[src/rtl/data_selector_scan.sv]
// Channel selector with direct or scanning source and a single-entry
// valid/ready output register. Refused requests set a sticky flag.
module data_selector_scan #(
    parameter int unsigned CHANNELS = 4,
    parameter int unsigned WIDTH    = 4,
    localparam int unsigned SEL_W   = (CHANNELS <= 2) ? 1 : $clog2(CHANNELS)
) (
    input  logic                      clk_i,
    input  logic                      rst_i,
    input  logic                      mode_i,
    input  logic [SEL_W-1:0]          sel_i,
    input  logic [CHANNELS*WIDTH-1:0] c_i,
    input  logic                      req_i,
    output logic [WIDTH-1:0]          y_o,
    output logic [SEL_W-1:0]          y_ch_o,
    output logic                      y_valid_o,
    input  logic                      y_ready_i,
    output logic                      y_last_o,
    output logic                      sel_err_o,
    output logic                      dropped_o
);

    logic [WIDTH-1:0] y_q, y_d;
    logic [SEL_W-1:0] y_ch_q, y_ch_d;
    logic             valid_q, valid_d;
    logic             last_q, last_d;
    logic             err_q, err_d;
    logic             dropped_q, dropped_d;
    logic [SEL_W-1:0] ptr_q, ptr_d;

    logic             accept;
    logic [SEL_W-1:0] idx;
    logic             in_range;
    logic [WIDTH-1:0] sel_data;

    // Channel mux; out-of-range indices yield zero.
    always_comb begin
        accept   = req_i & (~valid_q | y_ready_i);
        idx      = mode_i ? ptr_q : sel_i;
        in_range = (32'(idx) < CHANNELS);
        sel_data = '0;
        for (int unsigned k = 0; k < CHANNELS; k++) begin
            if (idx == SEL_W'(k)) begin
                sel_data = c_i[k*WIDTH +: WIDTH];
            end
        end
    end

    // Next-state for the output register, scan pointer and drop flag.
    always_comb begin
        y_d       = y_q;
        y_ch_d    = y_ch_q;
        valid_d   = valid_q;
        last_d    = last_q;
        err_d     = err_q;
        dropped_d = dropped_q | (req_i & ~accept);
        ptr_d     = ptr_q;

        if (accept) begin
            y_d     = sel_data;
            y_ch_d  = idx;
            valid_d = 1'b1;
            last_d  = mode_i & (idx == SEL_W'(CHANNELS - 1));
            err_d   = ~mode_i & ~in_range;
        end else if (y_ready_i) begin
            valid_d = 1'b0;
        end

        // Pointer parks at channel 0 whenever direct mode is selected.
        if (!mode_i) begin
            ptr_d = '0;
        end else if (accept) begin
            ptr_d = (ptr_q == SEL_W'(CHANNELS - 1)) ? '0 : ptr_q + SEL_W'(1);
        end
    end

    // State registers with synchronous reset.
    always_ff @(posedge clk_i) begin
        if (rst_i) begin
            y_q       <= '0;
            y_ch_q    <= '0;
            valid_q   <= 1'b0;
            last_q    <= 1'b0;
            err_q     <= 1'b0;
            dropped_q <= 1'b0;
            ptr_q     <= '0;
        end else begin
            y_q       <= y_d;
            y_ch_q    <= y_ch_d;
            valid_q   <= valid_d;
            last_q    <= last_d;
            err_q     <= err_d;
            dropped_q <= dropped_d;
            ptr_q     <= ptr_d;
        end
    end

    assign y_o       = y_q;
    assign y_ch_o    = y_ch_q;
    assign y_valid_o = valid_q;
    assign y_last_o  = last_q;
    assign sel_err_o = err_q;
    assign dropped_o = dropped_q;

endmodule

[config.mk]
export PLATFORM = sky130hd
export DESIGN_NAME = data_selector_scan
export DESIGN_NICKNAME = d
export VERILOG_FILES = /design/src/rtl/data_selector_scan.sv
export SDC_FILE = /design/constraint.sdc
export NUM_CORES = 1
export LEC_CHECK = 0
export CAP_MARGIN = 20
export CORE_AREA = 2 2 46 48
export CTS_BUF_LIST = sky130_fd_sc_hd__clkbuf_4 sky130_fd_sc_hd__clkbuf_8 sky130_fd_sc_hd__clkbuf_16
export CTS_CLUSTER_DIAMETER = 120
export CTS_CLUSTER_SIZE = 28
export DETAILED_ROUTE_END_ITERATION = 8
export DIE_AREA = 0 0 48 50
export PLACE_DENSITY = 0.71
export SYNTH_ARGS = -nofsm -noshare
export SYNTH_HDL_FRONTEND = slang
export SYNTH_SLANG_ARGS = --single-unit
[constraint.sdc]
create_clock -name clk_i -period 1.3 [get_ports clk_i]
set_input_delay 0.195 -clock clk_i [delete_from_list [all_inputs] [get_ports clk_i]]
set_output_delay 0.195 -clock clk_i [all_outputs]
set_load 0.01 [all_outputs]
==> impl_metrics.toml <==
[cts]
worstSkewPairLatency_ns = 0.27
path_clk_slew_ns = 0.07
clock_tree.buffer_depth = 2
h-tree-depth = 1
cts-root-buf = "clkbuf_4"
cts_tree = "yes"
cts_sinks = 11
cts_buffers = 3

[critical_path]
cp_cell_sequence = "mux2i_4, mux2i_1, nand2_1, a32o_1"
cp.arrival_ns = 1.41
crit_path_end_kind = "register"
path_buf_inv = 0
worst_ep_required_time_ns = 1.47
rrSetupSlack_ns = 0.05
slowest_delay_ns = 0.36
rr_startpoint = "ptr_q[0]"
worstReg2RegEnd = "y_o[2]"
critPathTopFamily = "multiplexers"
rr_worst_depth = 4
cp_max_fo = 5
cp_slowest_cell = "dfxtp_2"
startpoint_type = "register"
crit_type = "reg2reg"

[placed_design]
numPortBuffers = 31
dpl_cell_area_um2 = 1030
gp_congestion = 0.839
hpwlAfterDp_mm = 1.36

[yosys]
syn_nets = 93
ys_seq_elements = 11
netlist_instances = 69
synth_warnings = 0
ys_types = 25
syn-cell-area_um2 = 609
ys_seq_area_frac = 0.361
synth.avg_cell_area_um2 = 8.83

[sta]
maxSlewViolCount = 0
hold_viol_final = 0
fmax_mhz = 803
setup_viol = 0
rsz0062_at_grt = "yes"
period_share = 0.958
post-route-min-period_ns = 1.25
skew_ns = 0.00423

[floorplan]
fp.coreArea_um2 = 1900
rows = 16
start_util = 0.320
die_area_um2 = 2400
fp.dieH_um = 50
ios = 33
die_w_um = 48

[final_layout]
seqCellArea_um2 = 223
n_fill_cell = 185
fin_util = 0.579
synthToLayoutAreaGrowth_pct = 80.7
final_cell_area_um2 = 1100
fin_nets = 141
final_common_cell = "clkdlybuf4s50_1"
final_cell_mix = "clkdlybuf4s50_1 (18), buf_4 (15), dlygate4sd2_1 (11)"
diodes = 0
multi_input_area_um2 = 403
drive_above_1_share = 0.267

[drt]
dr_wl_met3_um = 85
wl_met1_um = 742
top_layer_used = "met4"
route.detailed.drc = 0
drtIter0Drc = 7
dr.pass1.iters = 4
drt-total-wl_mm = 1.80
viasPerCell = 4.84
vias = 692
antenna_left = 0
wl_met2_um = 932
wire_per_inst_um = 12.6

[power_and_ir_drop]
ir_worst_vdd_mv = 0.436
powerDensity_nw_per_um2 = 794
p_leak_nw = 0.511
power_w = 0.000874

[worst_hold_path]
hold_start = "y_ready_i"
hold_class = "in2reg"
worstHoldPathCells = 4
hold_end = "y_valid_o"

[global_route]
gr-total-overflow = 0
grtUsageTotal = 0.176
antenna_found_initial = 0
grt_first_pass_wirelength_mm = 2.91
grt_pass1_vias = 687
grt_max_degree = 8

[flow_run]
max-cap-violations = 0

[status]
status = "completed"
-- stage by stage --
stage                     cells  setup TNS [ns]  setup WS (ns)  hold WS, ns
after floorplan              69               0         0.0527        0.264
after global placement      137           -2.79         -0.519        0.444
after detailed placement    137           -3.17         -0.582        0.438
after CTS                   141         -0.0165        -0.0165        0.452
after global routing        143         -0.0384        -0.0162        0.307
final                       143               0         0.0545        0.293
-- worst min-delay path: cells and delay by family --
family	cells	cell delay, ns
buf+inv	1	0.11
simple gates	3	0.22
-- area by class of cell --
class / instances / share of cell area
clock buffers: 4 / 0.0273
multi-input cells: 55 / 0.366
flip-flops and latches: 11 / 0.202
well taps: 27 / 0.0307
repair buffers: 46 / 0.374
-- state kept, by name (all words and copies together) (netlist names) --
signal and flops:
y_o 4, dropped_o 1, y_last_o 1, y_ch_o 2
y_valid_o 1, ptr_q 2
-- per-layer routing --
metal	GRT usage	vias up
li1	-	344
met1	0.204	317
met2	0.293	27
met3	0.0220	4
met4	0.0946	0
met5	0	-
-- worst max-delay path by stage --
stage                    from      to  slack, ns  cells past startpoint
floorplan            ptr_q[0]  y_o[0]       0.05                      4
global placement       mode_i  y_o[1]      -0.52                      5
detailed placement     mode_i  y_o[1]      -0.58                      5
CTS                 y_ready_i  y_o[2]      -0.02                      6
global route         ptr_q[0]  y_o[3]      -0.02                      4
finish               ptr_q[0]  y_o[2]       0.05                      4
-- what timing repair did --
| action | in CTS | in global routing |
|---|---|---|
| gates resized for setup | 22 | 4 |
| setup buffers | 0 | 2 |
| setup endpoints to repair | 15 | 4 |
| hold buffers | 0 | 0 |
| pin swaps | 3 | 2 |
-- cells in the mapped netlist --
library cell,instances,area (um2)
a211oi_1,2,15.0
mux2i_4,1,22.5
and2_0,1,6.26
buf_6,1,11.3
or2_2,1,6.26
mux2i_1,6,60.1
nand3b_1,3,22.5
and2b_2,1,8.76
nor2b_1,1,6.26
dfxtp_1,11,220
a32o_1,1,10.0
nand3_1,2,10.0
or3b_2,1,8.76
buf_4,1,7.51
ha_1,1,12.5
nand2_1,6,22.5
a21o_1,3,22.5
a21oi_1,12,60.1
clkbuf_1,1,3.75
nor2_1,6,22.5
or3_1,1,6.26
or2b_1,1,7.51
a2111oi_0,3,26.3
nand2b_1,1,6.26
conb_1,1,3.75
-- power by group --
| part | internal, W | switching [W] | leakage, nW | total, W |
|---|---|---|---|---|
| Sequential | 0.000358 | 0.0000125 | 0.0913 | 0.000370 |
| Combinational | 0.000150 | 0.0000965 | 0.401 | 0.000247 |
| Clock | 0.000140 | 0.000118 | 0.0184 | 0.000257 |
-- cell families (layout without fill, tap and decap cells) --
logic type      after synthesis  count (layout)  synth area share
mux                           7               7             0.136
other cells                   1               1           0.00615
buf+inv                       3              50            0.0370
compound gates               21              21             0.220
fa+ha+maj                     1               1            0.0205
simple gates                 25              25             0.220
flops                        11              11             0.361
Power figures use the tool's default switching activity.
